### config.mk
export PLATFORM = sky130hd
export DESIGN_NAME = ex_forward_tracker_flat
export DESIGN_NICKNAME = d
export VERILOG_FILES = /design/src/rtl/ex_forward_tracker_if.sv /design/src/rtl/ex_forward_tracker.sv /design/src/flat_wrapper.sv
export SDC_FILE = /design/constraint.sdc
export NUM_CORES = 1
export LEC_CHECK = 0
export ABC_AREA = 1
export ABC_CLOCK_PERIOD_IN_PS = 1600
export BUFFER_PORTS_ARGS = -buffer_cell sky130_fd_sc_hd__buf_2
export CELL_PAD_IN_SITES_DETAIL_PLACEMENT = 1
export CELL_PAD_IN_SITES_GLOBAL_PLACEMENT = 1
export CORE_MARGIN = 1.5
export CORE_UTILIZATION = 32
export DETAILED_ROUTE_END_ITERATION = 10
export PLACE_DENSITY = 0.78
export SKIP_CTS_REPAIR_TIMING = 1
export SLEW_MARGIN = 20
export SYNTH_ARGS = -nofsm -noshare
export SYNTH_HDL_FRONTEND = slang
export SYNTH_SLANG_ARGS = --single-unit
### constraint.sdc
create_clock -name clk -period 1.6 [get_ports clk]
set_input_delay 0.32 -clock clk [delete_from_list [all_inputs] [get_ports clk]]
set_output_delay 0.32 -clock clk [all_outputs]
set_load 0.02 [all_outputs]
### src/rtl/ex_forward_tracker_if.sv
// Execute-stage forwarding bundle: EX-stage operands/results in, pipeline results and
// forwarding controls out. The tracker is the slave; the core/bench is the master.
interface ex_forward_tracker_if #(
  parameter int unsigned WORD_LENGTH = 8,
  parameter int unsigned REG_ADDR_W  = 3
);
  logic [REG_ADDR_W-1:0]  exRs1;
  logic [REG_ADDR_W-1:0]  exRs2;
  logic                   exUsesRs2;
  logic [REG_ADDR_W-1:0]  exRd;
  logic                   exRegWrite;
  logic                   exMemRead;
  logic [WORD_LENGTH-1:0] exAluResult;
  logic [WORD_LENGTH-1:0] memReadData;
  logic                   flush;

  logic [WORD_LENGTH-1:0] Ex_Mem_aluResult;
  logic [WORD_LENGTH-1:0] Mem_Wb_aluResult;
  logic [REG_ADDR_W-1:0]  Mem_Wb_rd;
  logic                   Mem_Wb_regWrite;
  logic [1:0]             aluInputAForwardingSel;
  logic [1:0]             aluInputBForwardingSel;
  logic                   loadUseStall;

  modport master (
    output exRs1, exRs2, exUsesRs2, exRd, exRegWrite, exMemRead, exAluResult, memReadData,
           flush,
    input  Ex_Mem_aluResult, Mem_Wb_aluResult, Mem_Wb_rd, Mem_Wb_regWrite,
           aluInputAForwardingSel, aluInputBForwardingSel, loadUseStall
  );

  modport slave (
    input  exRs1, exRs2, exUsesRs2, exRd, exRegWrite, exMemRead, exAluResult, memReadData,
           flush,
    output Ex_Mem_aluResult, Mem_Wb_aluResult, Mem_Wb_rd, Mem_Wb_regWrite,
           aluInputAForwardingSel, aluInputBForwardingSel, loadUseStall
  );
endinterface

### src/rtl/ex_forward_tracker.sv
// EX/MEM and MEM/WB result registers, write-back port, ALU forwarding selects and
// load-use stall detection for the 8-bit pipelined core.
module ex_forward_tracker #(
  parameter int unsigned WORD_LENGTH = 8,
  parameter int unsigned REG_ADDR_W  = 3
) (
  input logic                clk,
  input logic                rst,
  ex_forward_tracker_if.slave bus
);
  localparam logic [1:0] SelReg   = 2'd0;
  localparam logic [1:0] SelExMem = 2'd1;
  localparam logic [1:0] SelMemWb = 2'd2;

  logic [REG_ADDR_W-1:0]  r_exmem_rd;
  logic                   r_exmem_regwrite;
  logic                   r_exmem_memread;
  logic [WORD_LENGTH-1:0] r_exmem_result;
  logic [REG_ADDR_W-1:0]  r_memwb_rd;
  logic                   r_memwb_regwrite;
  logic [WORD_LENGTH-1:0] r_memwb_value;

  logic       w_exmem_fwd_ok;
  logic       w_memwb_fwd_ok;
  logic       w_load_pending;
  logic       w_stall;
  logic       w_bubble;
  logic [1:0] w_sel_a;
  logic [1:0] w_sel_b;

  // A load in EX/MEM has no data yet, so it can only stall, never forward from EX/MEM.
  assign w_exmem_fwd_ok = r_exmem_regwrite & ~r_exmem_memread & (r_exmem_rd != '0);
  assign w_memwb_fwd_ok = r_memwb_regwrite & (r_memwb_rd != '0);
  assign w_load_pending = r_exmem_memread & r_exmem_regwrite & (r_exmem_rd != '0);

  assign w_stall  = w_load_pending & ~bus.flush &
                    ((r_exmem_rd == bus.exRs1) | (bus.exUsesRs2 & (r_exmem_rd == bus.exRs2)));
  assign w_bubble = bus.flush | w_stall;

  always_comb begin
    w_sel_a = SelReg;
    if (w_exmem_fwd_ok && (r_exmem_rd == bus.exRs1)) begin
      w_sel_a = SelExMem;
    end else if (w_memwb_fwd_ok && (r_memwb_rd == bus.exRs1)) begin
      w_sel_a = SelMemWb;
    end
  end

  always_comb begin
    w_sel_b = SelReg;
    if (bus.exUsesRs2) begin
      if (w_exmem_fwd_ok && (r_exmem_rd == bus.exRs2)) begin
        w_sel_b = SelExMem;
      end else if (w_memwb_fwd_ok && (r_memwb_rd == bus.exRs2)) begin
        w_sel_b = SelMemWb;
      end
    end
  end

  // Bubbles keep the previous result so the EX/MEM data path does not toggle needlessly.
  always_ff @(posedge clk or posedge rst) begin
    if (rst) begin
      r_exmem_rd       <= '0;
      r_exmem_regwrite <= 1'b0;
      r_exmem_memread  <= 1'b0;
      r_exmem_result   <= '0;
    end else if (w_bubble) begin
      r_exmem_rd       <= '0;
      r_exmem_regwrite <= 1'b0;
      r_exmem_memread  <= 1'b0;
    end else begin
      r_exmem_rd       <= bus.exRd;
      r_exmem_regwrite <= bus.exRegWrite;
      r_exmem_memread  <= bus.exMemRead;
      r_exmem_result   <= bus.exAluResult;
    end
  end

  always_ff @(posedge clk or posedge rst) begin
    if (rst) begin
      r_memwb_rd       <= '0;
      r_memwb_regwrite <= 1'b0;
      r_memwb_value    <= '0;
    end else begin
      r_memwb_rd       <= r_exmem_rd;
      r_memwb_regwrite <= r_exmem_regwrite;
      r_memwb_value    <= r_exmem_memread ? bus.memReadData : r_exmem_result;
    end
  end

  assign bus.Ex_Mem_aluResult       = r_exmem_result;
  assign bus.Mem_Wb_aluResult       = r_memwb_value;
  assign bus.Mem_Wb_rd              = r_memwb_rd;
  assign bus.Mem_Wb_regWrite        = r_memwb_regwrite;
  assign bus.aluInputAForwardingSel = w_sel_a;
  assign bus.aluInputBForwardingSel = w_sel_b;
  assign bus.loadUseStall           = w_stall;
endmodule

### src/flat_wrapper.sv
// flat-port wrapper written by rule: the top's interface ports become plain ports
module ex_forward_tracker_flat 
#(
  parameter int unsigned WORD_LENGTH = 8,
  parameter int unsigned REG_ADDR_W  = 3
)
  (clk, rst, bus_exRs1, bus_exRs2, bus_exUsesRs2, bus_exRd, bus_exRegWrite, bus_exMemRead, bus_exAluResult, bus_memReadData, bus_flush, bus_Ex_Mem_aluResult, bus_Mem_Wb_aluResult, bus_Mem_Wb_rd, bus_Mem_Wb_regWrite, bus_aluInputAForwardingSel, bus_aluInputBForwardingSel, bus_loadUseStall);
  ex_forward_tracker_if #(.WORD_LENGTH(WORD_LENGTH), .REG_ADDR_W(REG_ADDR_W)) bus_i ();
  input logic clk;
  input logic rst;
  input wire logic [$bits(bus_i.exRs1)-1:0] bus_exRs1;
  input wire logic [$bits(bus_i.exRs2)-1:0] bus_exRs2;
  input wire logic [$bits(bus_i.exUsesRs2)-1:0] bus_exUsesRs2;
  input wire logic [$bits(bus_i.exRd)-1:0] bus_exRd;
  input wire logic [$bits(bus_i.exRegWrite)-1:0] bus_exRegWrite;
  input wire logic [$bits(bus_i.exMemRead)-1:0] bus_exMemRead;
  input wire logic [$bits(bus_i.exAluResult)-1:0] bus_exAluResult;
  input wire logic [$bits(bus_i.memReadData)-1:0] bus_memReadData;
  input wire logic [$bits(bus_i.flush)-1:0] bus_flush;
  output wire logic [$bits(bus_i.Ex_Mem_aluResult)-1:0] bus_Ex_Mem_aluResult;
  output wire logic [$bits(bus_i.Mem_Wb_aluResult)-1:0] bus_Mem_Wb_aluResult;
  output wire logic [$bits(bus_i.Mem_Wb_rd)-1:0] bus_Mem_Wb_rd;
  output wire logic [$bits(bus_i.Mem_Wb_regWrite)-1:0] bus_Mem_Wb_regWrite;
  output wire logic [$bits(bus_i.aluInputAForwardingSel)-1:0] bus_aluInputAForwardingSel;
  output wire logic [$bits(bus_i.aluInputBForwardingSel)-1:0] bus_aluInputBForwardingSel;
  output wire logic [$bits(bus_i.loadUseStall)-1:0] bus_loadUseStall;
  assign bus_i.exRs1 = bus_exRs1;
  assign bus_i.exRs2 = bus_exRs2;
  assign bus_i.exUsesRs2 = bus_exUsesRs2;
  assign bus_i.exRd = bus_exRd;
  assign bus_i.exRegWrite = bus_exRegWrite;
  assign bus_i.exMemRead = bus_exMemRead;
  assign bus_i.exAluResult = bus_exAluResult;
  assign bus_i.memReadData = bus_memReadData;
  assign bus_i.flush = bus_flush;
  assign bus_Ex_Mem_aluResult = bus_i.Ex_Mem_aluResult;
  assign bus_Mem_Wb_aluResult = bus_i.Mem_Wb_aluResult;
  assign bus_Mem_Wb_rd = bus_i.Mem_Wb_rd;
  assign bus_Mem_Wb_regWrite = bus_i.Mem_Wb_regWrite;
  assign bus_aluInputAForwardingSel = bus_i.aluInputAForwardingSel;
  assign bus_aluInputBForwardingSel = bus_i.aluInputBForwardingSel;
  assign bus_loadUseStall = bus_i.loadUseStall;
  ex_forward_tracker #(.WORD_LENGTH(WORD_LENGTH), .REG_ADDR_W(REG_ADDR_W)) u_core (.clk(clk), .rst(rst), .bus(bus_i));
endmodule
==> results of run 1 <==
## per-stage QoR
| stage | utilization | hold WS, ns | power, mW | instances | area (µm²) |
|---|---|---|---|---|---|
| 2_1_floorplan | - | 0.347 | 0.892 | 130 | 1150 |
| 3_3_place_gp | 0.438 | 0.372 | 1.00 | 233 | 1480 |
| 3_5_place_dp | 0.438 | 0.365 | 1.01 | 233 | 1480 |
| 4_1_cts | 0.446 | 0.0351 | 1.30 | 237 | 1510 |
| 5_1_grt | 0.471 | 0.0640 | 1.37 | 239 | 1600 |
| 6_report | 0.471 | 0.0274 | 1.30 | 239 | 1600 |
## where the power goes
part           internal (mW)  total [mW]  switching, mW
clock network         0.0973       0.276          0.179
registers              0.683       0.718         0.0359
logic                  0.118       0.300          0.182
## state kept, by name, indices dropped and copies added, names as in the netlist
| name | cells |
|---|---|
| u_core.bus.Ex_Mem_aluResult | 8 |
| u_core.bus.Mem_Wb_aluResult | 8 |
| u_core.bus.Mem_Wb_rd | 3 |
| u_core.r_exmem_rd | 3 |
| u_core.bus.Mem_Wb_regWrite | 1 |
| u_core.r_exmem_memread | 1 |
| u_core.r_exmem_regwrite | 1 |
## cell families (layout without fill, tap and decap cells)
family | Yosys count | after routing | synth area share
AND/OR/NAND/NOR | 77 | 77 | 0.292
flip-flops | 25 | 25 | 0.548
buffers and inverters | 16 | 79 | 0.0690
XOR/XNOR | 9 | 9 | 0.0690
AO/OA/AOI/OAI | 3 | 3 | 0.0219
## cell type report
type	count	area [µm²]	area share
multi-input combinational	89	494	0.310
clock buffer	4	26.3	0.0165
timing repair buffer	61	338	0.212
sequential	25	628	0.393
inverter	14	52.6	0.0329
tap	46	57.6	0.0361
## layout by cell type (no fill, tap or decap), types with 2 or more instances in the layout
master	n
buf_6	2
nor2_1	10
buf_2	51
clkbuf_4	3
xor2_1	3
nand2_1	45
xnor2_2	3
nand3_1	10
nor2_2	2
buf_4	8
inv_1	8
dfrtp_2	2
dfrtp_1	23
xnor2_1	3
inv_2	5
nand2_2	4
## critical path, delay by kind of cell (launching register included)
kind	cells	cell delay (ns)
DFF	1	0.49
and+or+nand+nor	3	0.41
xor gates and xnor gates	1	0.18
buffers and inverters	2	0.16
## layer usage
layer,vias up,part of all wire,track usage
met3,2,0.052,0.0270
met1,502,0.41,0.194
li1,527,-,-
met2,36,0.53,0.321
met4,0,0.0071,0.0500
met5,-,0,0
## final timing paths
| check | to | depth (start not counted) | slack, ns | start |
|---|---|---|---|---|
| min | u_core.bus.Mem_Wb_aluResult[4] | 3 | 0.03 | rst |
| min in group clk | u_core.bus.Mem_Wb_aluResult[5] | 3 | 0.20 | bus_memReadData[5] |
| min reg2reg | u_core.bus.Mem_Wb_regWrite | 0 | 0.41 | u_core.r_exmem_regwrite |
| max | bus_loadUseStall | 6 | -0.25 | u_core.r_exmem_rd[0] |
| max in group asynchronous | u_core.r_exmem_rd[0] | 3 | 1.30 | rst |
| max reg2reg | u_core.bus.Ex_Mem_aluResult[3] | 8 | 0.07 | u_core.r_exmem_rd[0] |
==> results by group, run 1 <==
Job
  • Number of violations of the max-capacitance limit: 0

STA
  • Transition time of the tightest slew-check pin: approximately 0.36 ns
  • Unrepaired setup endpoints after global routing: true
  • Minimum period implied by the final worst setup slack: 1.85 ns
  • Setup violation total in the final timing report: 5
  • Relative slew slack: 0.761
  • Fin Setup TNS: -1.01 ns
  • Setup slack after layout: -0.253 ns
  • Highest clock frequency the design can meet: around 0.54 GHz
  • Final Hold Vio Count: 0
  • Worst clock skew on the final layout: roughly 0.0065 ns
  • Final period utilization: 1.16
  • Number of pins with negative max-slew slack in the final report: 0

Floorplan
  • DIE WIDTH: 62.8 µm
  • Area enclosed by the die boundary: approximately 3900 µm²
  • Vert. Die Dim: around 63 µm
  • Std-Cell Rows: 21
  • I/O pins: between 50 and 60
  • Initial Util: 0.337
  • Core area: roughly 3400 µm²

Synthesis
  • Portion of synthesized cell area occupied by the leading cell type: 0.548
  • Async S/R FF share, synth: 1.00
  • Number of synthesis warnings: 0
  • EDFF count, synth: 0
  • Number of instances in the synthesized netlist: between 100 and 150
  • Count of unique library cells instantiated by Yosys: 18
  • Largest cells by area after synthesis: dfrtp_1 (55%), nand2_1 (16%), nand3_1 (4.8%)
  • Area of the mapped netlist: roughly 1100 µm²
  • Most used standard cells in the synthesized netlist: nand2_1 (49), dfrtp_1 (25), inv_1 (12), nor2_1 (12), nand3_1 (11)
  • Leading cell type by number of instances after synthesis: nand2_1
  • Post-Synthesis Mean Instance Area: between 8 and 9 µm²
  • Predominant post-synthesis flop cell: dfrtp_1
  • Net Count, Synth: approximately 160
  • Largest area contributor in the netlist: dfrtp_1
  • Seq/Total Area, Yosys: 0.548
  • Flip-flop and latch count after synthesis: 25

Worst setup path
  • CP Launch Type: register
  • Stage delay of the slowest cell on the critical path: a little under 0.5 ns
  • Worst path arrival time: roughly 1.5 ns
  • Data required time of the worst path: roughly 1.3 ns
  • Endpoint class of the critical path: primary output
  • Start-to-end type of the worst setup path: register to primary output
  • Library cell contributing the largest single delay on the critical path: dfrtp_2
  • Maximum fanout along the worst path: 4
  • Cell-by-cell listing of the critical path: xnor2_2 -> nand4_1 -> nand2_2 -> nand2_4 -> inv_2 -> buf_6

Global route
  • Overall routing resource usage: 0.169
  • Overflow left after global routing: 0
  • Number of antenna violations at the first check in global routing: 0
  • First-pass GRT wire length: approximately 5300 µm
  • Number of global-route vias before repair: ~1100
  • Largest net degree at the start of global routing: 26

Routing
  • TritonRoute pass-1 iters: 4
  • DR iter-0 viols: 23
  • Count of unresolved DRC violations after routing: 0
  • Total Wirelength: 3110 µm
  • Detailed-route via count: about 1100
  • Routed len/inst: between 10 and 15 µm
  • Via density: ~4.5
  • Remaining number of nets flagged by the antenna check after routing: 0

Power
  • Power density over the cells: between 800 and 900 nW/µm²
  • Maximum VDD drop: 0.439 mV
  • Total leakage power: 0.914 nW

Final layout
  • Number of antenna cells inserted: 0
  • Number of nets in the layout: around 230
  • Area growth from synthesis to layout: 39.8%
  • Layout cells sized above 1: 0.440
  • Fill cells: approximately 420

Placed design
  • Placed wire-length estimate after detailed placement: about 2500 µm
  • Number of port buffers: 55
  • Post-Place Setup Slack: approximately 0.051 ns
  • Global placement routability congestion: ~0.76

Clock network
  • Clk Latency, worst-skew pair: 0.31 ns
  • CTS tree: done
  • Clock buffer depth: 2
  • Number of clock buffers inserted by TritonCTS: 3
  • Clock root buffer: clkbuf_4
  • Clock transition at the register clock pins on the worst setup and hold paths after CTS: between 0.1 and 0.15 ns
  • Num Clock Sinks: 25
  • Number of H-tree branching levels: 1

Run status
  • Failing checks: negative setup slack
  • Status: finished, violations left

Worst hold path
  • Hold/Removal Path Class: input port to async pin
(Power assumes the default switching activity.)
==> inputs of run 2 (changes only) <==
--- a/config.mk
+++ b/config.mk
@@ -11,9 +11,10 @@
 export CELL_PAD_IN_SITES_DETAIL_PLACEMENT = 1
 export CELL_PAD_IN_SITES_GLOBAL_PLACEMENT = 1
 export CORE_MARGIN = 1.5
-export CORE_UTILIZATION = 32
+export CORE_UTILIZATION = 33
+export CTS_BUF_LIST = sky130_fd_sc_hd__clkbuf_4 sky130_fd_sc_hd__clkbuf_8
 export DETAILED_ROUTE_END_ITERATION = 10
-export PLACE_DENSITY = 0.78
+export PLACE_DENSITY = 0.8
 export SKIP_CTS_REPAIR_TIMING = 1
 export SLEW_MARGIN = 20
 export SYNTH_ARGS = -nofsm -noshare
==> results by group, run 2 (synthesis results as in run 1) <==
Final layout
  • Post-route cell area: 1590 µm² (was 1600 µm²)
  • Number of nets in the layout: 226 (was 225)
  • Final core utilization: 0.475 (was 0.471)
  • Most used cells in the layout excluding fill and tap cells: buf_2 (50), nand2_1 (47), dfrtp_1 (24) (was buf_2 (51), nand2_1 (45), dfrtp_1 (23))
  • Layout cells sized above 1: 0.407 (was 0.440)
  • Number of antenna cells inserted: 0 (unchanged)
  • Most common cell after layout, fill and taps aside: buf_2 (unchanged)
  • Area growth from synthesis to layout: 38.8% (was 39.8%)

Clock network
  • Clock buffer depth: 2 (unchanged)
  • Clock root buffer: clkbuf_4 (unchanged)
  • Clk Latency, worst-skew pair: 0.31 ns (about the same)
  • Clock transition at the register clock pins on the worst setup and hold paths after CTS: 0.13 ns (about the same)
  • Number of clock buffers inserted by TritonCTS: 3 (unchanged)
  • CTS tree: done (unchanged)
  • Num Clock Sinks: 25 (unchanged)
  • Number of H-tree branching levels: 1 (unchanged)

STA
  • Number of pins with negative max-slew slack in the final report: 0 (unchanged)
  • Final Hold Vio Count: 0 (unchanged)
  • Worst clock skew on the final layout: 0.000803 ns (was 0.00653 ns)
  • Worst-case hold slack: 0.0287 ns (was 0.0274 ns)
  • Setup slack after layout: -0.246 ns (was -0.253 ns)
  • Minimum period implied by the final worst setup slack: 1.85 ns (about the same)
  • Setup violation total in the final timing report: 5 (unchanged)
  • Transition time of the tightest slew-check pin: 0.404 ns (was 0.356 ns)
  • Relative slew slack: 0.729 (was 0.761)
  • Unrepaired setup endpoints after global routing: true (unchanged)
  • Highest clock frequency the design can meet: 0.542 GHz (was 0.540 GHz)
  • Final period utilization: 1.15 (was 1.16)

Floorplan
  • DIE WIDTH: 61.8 µm (was 62.8 µm)
  • Core area: 3340 µm² (was 3390 µm²)
  • Area enclosed by the die boundary: 3820 µm² (was 3940 µm²)
  • Std-Cell Rows: 21 (unchanged)
  • Initial Util: 0.342 (was 0.337)
  • Vert. Die Dim: 61.8 µm (was 62.8 µm)
  • I/O pins: 56 (unchanged)

Routing
  • Total Wirelength: 3060 µm (was 3110 µm)
  • DR iter-0 viols: 43 (was 23)
  • Count of unresolved DRC violations after routing: 0 (unchanged)
  • Routed len/inst: 12.8 µm (was 13.0 µm)
  • Detailed-route via count: 1059 (was 1067)
  • Via density: 4.41 (was 4.46)
  • Remaining number of nets flagged by the antenna check after routing: 0 (unchanged)
  • TritonRoute pass-1 iters: 4 (unchanged)

Worst setup path
  • Data required time of the worst path: 1.28 ns (about the same)
  • Endpoint class of the critical path: primary output (unchanged)
  • Worst path arrival time: 1.53 ns (about the same)
  • Worst reg-to-reg path cell count: 8 (unchanged)
  • R2r setup slk: 0.12 ns (was 0.07 ns)
  • Start-to-end type of the worst setup path: register to primary output (unchanged)
  • Maximum fanout along the worst path: 5 (was 4)
  • CP Launch Type: register (unchanged)
  • Reg2Reg Launch Point: u_core.r_exmem_rd[0] (unchanged)
  • End of the worst register-to-register path: u_core.bus.Ex_Mem_aluResult[5] (was u_core.bus.Ex_Mem_aluResult[3])

Global route
  • First-pass GRT wire length: 4560 µm (was 5250 µm)
  • Number of global-route vias before repair: 1046 (was 1140)
  • Number of antenna violations at the first check in global routing: 0 (unchanged)
  • Overflow left after global routing: 0 (unchanged)
  • Largest net degree at the start of global routing: 26 (unchanged)
  • Overall routing resource usage: 0.167 (was 0.169)

Run status
  • Failing checks: negative setup slack (unchanged)
  • Status: finished, violations left (unchanged)

Placed design
  • Global placement routability congestion: 0.818 (was 0.756)
  • Post-Place Setup Slack: 0.0482 ns (was 0.0509 ns)
  • Number of port buffers: 55 (unchanged)
  • Total cell area at the placement stage: 1490 µm² (was 1480 µm²)
  • Placed wire-length estimate after detailed placement: 2450 µm (was 2500 µm)

Power
  • Maximum VDD drop: 0.329 mV (was 0.439 mV)
  • Power density over the cells: 814 nW/µm² (was 811 nW/µm²)
  • Total leakage power: 0.910 nW (was 0.914 nW)

Job
  • Number of violations of the max-capacitance limit: 0 (unchanged)

Worst hold path
  • Hold/Removal Path Class: input port to async pin (unchanged)
run 2: power by group:
part / internal [mW] / switching (mW) / leakage (nW)
Combinational: 0.115 / 0.181 / 0.582
Clock: 0.0934 / 0.183 / 0.0177
Sequential: 0.682 / 0.0358 / 0.310
run 2: per-stage QoR:
stage          cells  setup TNS [ns]  total power, mW
5_1_grt          240           -1.52             1.38
2_1_floorplan    130               0            0.892
6_report         240          -0.921             1.29
3_3_place_gp     234               0             1.00
3_5_place_dp     234               0             1.02
4_1_cts          238           -1.23             1.30
run 2: layout make-up:
class	count	area, µm²
timing repair buffer	61	340
sequential	25	627
multi-input combinational	90	480
clock buffer	3	22.5
fill	441	1750
clock inverter	1	5.00
inverter	14	52.6
tap	46	57.6
run 2: worst max-delay path by stage:
stage                         start                             end  slack [ns]  cells after the start
2_1_floorplan  u_core.r_exmem_rd[0]   bus_aluInputAForwardingSel[1]        0.02                      7
3_3_place_gp   u_core.r_exmem_rd[1]   bus_aluInputAForwardingSel[1]        0.12                      8
3_5_place_dp   u_core.r_exmem_rd[0]  u_core.bus.Ex_Mem_aluResult[6]        0.05                      8
4_1_cts        u_core.r_exmem_rd[0]                bus_loadUseStall       -0.32                      6
5_1_grt        u_core.r_exmem_rd[1]   bus_aluInputAForwardingSel[1]       -0.37                      8
6_report       u_core.r_exmem_rd[1]   bus_aluInputAForwardingSel[1]       -0.25                      5
run 2: worst max-delay path, stage by stage, from the launching register on:
cell and delay, ns:
dfrtp_1 0.46, xnor2_1 0.19, nand3_1 0.16, nor2_2 0.19
nor3_2 0.06, buf_4 0.16
run 2: per-layer routing:
metal  global-route usage  vias up  part of all wire
met3               0.0311        2             0.048
li1                     -      533                 -
met1                0.218      485              0.44
met2                0.281       39              0.51
met4               0.0547        0            0.0062
met5                    0        -                 0
==> inputs of run 3 (changes only) <==
--- a/config.mk
+++ b/config.mk
@@ -5,16 +5,15 @@
 export SDC_FILE = /design/constraint.sdc
 export NUM_CORES = 1
 export LEC_CHECK = 0
-export ABC_AREA = 1
 export ABC_CLOCK_PERIOD_IN_PS = 1600
 export BUFFER_PORTS_ARGS = -buffer_cell sky130_fd_sc_hd__buf_2
 export CELL_PAD_IN_SITES_DETAIL_PLACEMENT = 1
 export CELL_PAD_IN_SITES_GLOBAL_PLACEMENT = 1
 export CORE_MARGIN = 1.5
-export CORE_UTILIZATION = 33
+export CORE_UTILIZATION = 37
 export CTS_BUF_LIST = sky130_fd_sc_hd__clkbuf_4 sky130_fd_sc_hd__clkbuf_8
 export DETAILED_ROUTE_END_ITERATION = 10
-export PLACE_DENSITY = 0.8
+export PLACE_DENSITY = 0.81
 export SKIP_CTS_REPAIR_TIMING = 1
 export SLEW_MARGIN = 20
 export SYNTH_ARGS = -nofsm -noshare
==> results by group, run 3 <==
Synthesis
  • Number of synthesis warnings: 0 (unchanged)
  • Most used standard cells in the synthesized netlist: dfrtp_1 (25), o211ai_1 (11), mux2_2 (8), nand2_1 (8), nand2b_1 (8) (was nand2_1 (49), dfrtp_1 (25), inv_1 (12), nor2_1 (12), nand3_1 (11))
  • Largest area contributor in the netlist: dfrtp_1 (unchanged)
  • Count of unique library cells instantiated by Yosys: 25 (was 18)
  • Number of instances in the synthesized netlist: 105 (was 130)
  • Area of the mapped netlist: 1280 µm² (was 1140 µm²)
  • Portion of synthesized cell area occupied by the leading cell type: 0.488 (was 0.548)
  • Largest cells by area after synthesis: dfrtp_1 (49%), mux2_2 (7.0%), o211ai_1 (6.4%) (was dfrtp_1 (55%), nand2_1 (16%), nand3_1 (4.8%))
  • Net Count, Synth: 136 (was 161)
  • Leading cell type by number of instances after synthesis: dfrtp_1 (was nand2_1)
  • Async S/R FF share, synth: 1.00 (unchanged)
  • Seq/Total Area, Yosys: 0.488 (was 0.548)
  • Post-Synthesis Mean Instance Area: 12.2 µm² (was 8.79 µm²)
  • Predominant post-synthesis flop cell: dfrtp_1 (unchanged)
  • Flip-flop and latch count after synthesis: 25 (unchanged)
  • EDFF count, synth: 0 (unchanged)

Floorplan
  • Vert. Die Dim: 61.9 µm (was 61.8 µm)
  • Initial Util: 0.384 (was 0.342)
  • Area enclosed by the die boundary: 3830 µm² (was 3820 µm²)
  • I/O pins: 56 (unchanged)
  • DIE WIDTH: 61.9 µm (was 61.8 µm)
  • Std-Cell Rows: 21 (unchanged)
  • Core area: 3340 µm² (unchanged)

Run status
  • Failing checks: negative setup slack (unchanged)
  • Status: finished, violations left (unchanged)

Final layout
  • Area growth from synthesis to layout: 45.6% (was 38.8%)
  • Post-route non-filler standard cell count: 221 (was 240)
  • Multi-input logic area: 702 µm² (was 480 µm²)
  • Number of nets in the layout: 207 (was 226)
  • Number of antenna cells inserted: 0 (unchanged)
  • Final core utilization: 0.559 (was 0.475)
  • Most used cells in the layout excluding fill and tap cells: buf_2 (53), dfrtp_1 (23), buf_4 (13) (was buf_2 (50), nand2_1 (47), dfrtp_1 (24))
  • Fill cells: 403 (was 441)
  • Layout cells sized above 1: 0.611 (was 0.407)
  • Area of all sequential standard cells: 628 µm² (was 627 µm²)
  • Most common cell after layout, fill and taps aside: buf_2 (unchanged)

Global route
  • Global Route met2 Usage: 0.350 (was 0.281)
  • First-pass GRT wire length: 5180 µm (was 4560 µm)
  • Most crowded layer after global routing: met2 (unchanged)
  • Overflow left after global routing: 0 (unchanged)
  • Number of antenna violations at the first check in global routing: 0 (unchanged)
  • Largest net degree at the start of global routing: 26 (unchanged)
  • Overall routing resource usage: 0.188 (was 0.167)
  • Number of global-route vias before repair: 1140 (was 1046)
  • Met3 layer usage reported by global route: 0.0248 (was 0.0311)
  • Met1 Resource Use GR: 0.220 (was 0.218)

Routing
  • Remaining number of nets flagged by the antenna check after routing: 0 (unchanged)
  • Routed len/inst: 16.3 µm (was 12.8 µm)
  • Total Wirelength: 3590 µm (was 3060 µm)
  • Via density: 4.90 (was 4.41)
  • DR iter-0 viols: 14 (was 43)
  • Count of unresolved DRC violations after routing: 0 (unchanged)
  • TritonRoute pass-1 iters: 4 (unchanged)
  • Detailed-route via count: 1082 (was 1059)

Worst setup path
  • CP Launch Type: register (unchanged)
  • Endpoint of the most critical setup path: bus_loadUseStall (was bus_aluInputAForwardingSel[1])
  • Worst path arrival time: 1.78 ns (was 1.53 ns)
  • R2r setup slk: -0.07 ns (was 0.12 ns)
  • CP startpoint: u_core.r_exmem_rd[1] (unchanged)
  • Maximum fanout along the worst path: 4 (was 5)
  • Endpoint class of the critical path: primary output (unchanged)
  • Reg2Reg Launch Point: u_core.r_exmem_rd[1] (was u_core.r_exmem_rd[0])
  • Start-to-end type of the worst setup path: register to primary output (unchanged)
  • End of the worst register-to-register path: u_core.bus.Ex_Mem_aluResult[0] (was u_core.bus.Ex_Mem_aluResult[5])
  • Worst reg-to-reg path cell count: 6 (was 8)
  • Data required time of the worst path: 1.28 ns (about the same)

Placed design
  • Number of port buffers: 55 (unchanged)
  • Placed wire-length estimate after detailed placement: 2740 µm (was 2450 µm)
  • Placed insts: 214 (was 234)
  • Global placement routability congestion: 0.758 (was 0.818)

STA
  • Worst clock skew on the final layout: 0.0126 ns (was 0.000803 ns)
  • Transition time of the tightest slew-check pin: 0.339 ns (was 0.404 ns)
  • Setup violation total in the final timing report: 18 (was 5)
  • Highest clock frequency the design can meet: 0.476 GHz (was 0.542 GHz)
  • Relative slew slack: 0.774 (was 0.729)
  • Fin Setup TNS: -2.85 ns (was -0.921 ns)
  • Number of pins with negative max-slew slack in the final report: 0 (unchanged)
  • Final period utilization: 1.31 (was 1.15)
  • Setup slack after layout: -0.502 ns (was -0.246 ns)
  • Worst-case hold slack: 0.0102 ns (was 0.0287 ns)
  • Unrepaired setup endpoints after global routing: true (unchanged)
  • Minimum period implied by the final worst setup slack: 2.10 ns (was 1.85 ns)
  • Final Hold Vio Count: 0 (unchanged)

Clock network
  • Number of clock buffers inserted by TritonCTS: 3 (unchanged)
  • Clock root buffer: clkbuf_4 (unchanged)
  • Num Clock Sinks: 25 (unchanged)
  • CTS tree: done (unchanged)
  • Clock buffer depth: 2 (unchanged)
  • Clk Latency, worst-skew pair: 0.33 ns (was 0.31 ns)
  • Clock transition at the register clock pins on the worst setup and hold paths after CTS: 0.15 ns (was 0.13 ns)
  • Number of H-tree branching levels: 1 (unchanged)

Power
  • Total leakage power: 0.874 nW (was 0.910 nW)
  • Post-route total power: 1.39 mW (was 1.29 mW)
  • Power density over the cells: 744 nW/µm² (was 814 nW/µm²)
  • Maximum VDD drop: 0.369 mV (was 0.329 mV)

Worst hold path
  • Hold/Removal Path Class: input port to async pin (unchanged)

Job
  • Number of violations of the max-capacitance limit: 0 (unchanged)
-- run 3: worst max-delay path, cell delays in order (launching register included) --
cell and delay [ns]:
dfrtp_2 0.50, xor2_4 0.18, nor4bb_4 0.32, o21a_4 0.19, nor2b_4 0.14, buf_6 0.12
-- run 3: power by group --
| group | internal, mW | switching (mW) |
|---|---|---|
| Clock | 0.0958 | 0.207 |
| Combinational | 0.161 | 0.196 |
| Sequential | 0.684 | 0.0433 |
-- run 3: metal layers --
| metal | wire length, µm | share of wire |
|---|---|---|
| met1 | 1460 | 0.41 |
| met2 | 1960 | 0.54 |
| met3 | 128 | 0.036 |
| met4 | 48 | 0.013 |
| met5 | 0 | 0 |
-- run 3: logic make-up (layout without fill, tap and decap cells) --
group,count (synthesis),after routing,synth area share
AOI/OAI and AO/OA,19,19,0.137
xor gates and xnor gates,12,12,0.0820
buffers and inverters,7,77,0.0420
DFF,25,25,0.488
muxes,8,8,0.0702
and+or+nand+nor,34,34,0.181
-- run 3: how the worst min path moves through the flow --
stage,from,endpoint,slack [ns]
final,rst,u_core.bus.Ex_Mem_aluResult[4],0.01
after global routing,rst,u_core.r_exmem_rd[0],0.009
after CTS,rst,u_core.r_exmem_rd[1],0.01
after detailed placement,u_core.r_exmem_regwrite,u_core.bus.Mem_Wb_regWrite,0.37
after global placement,u_core.r_exmem_regwrite,u_core.bus.Mem_Wb_regWrite,0.37
after floorplan,rst,u_core.bus.Ex_Mem_aluResult[0],0.35
-- run 3: layout make-up --
class,count,share of cell area
clock buffer,3,0.0121
clock inverter,1,0.00402
inverter,2,0.00402
multi-input combinational,73,0.376
sequential,25,0.336
tap,46,0.0308
timing repair buffer,71,0.237
-- run 3: through the flow --
step	setup WS [ns]	area (µm²)
2_1_floorplan	-0.100	1320
3_3_place_gp	-0.186	1700
3_5_place_dp	-0.251	1700
4_1_cts	-0.614	1730
5_1_grt	-0.603	1870
6_report	-0.502	1870
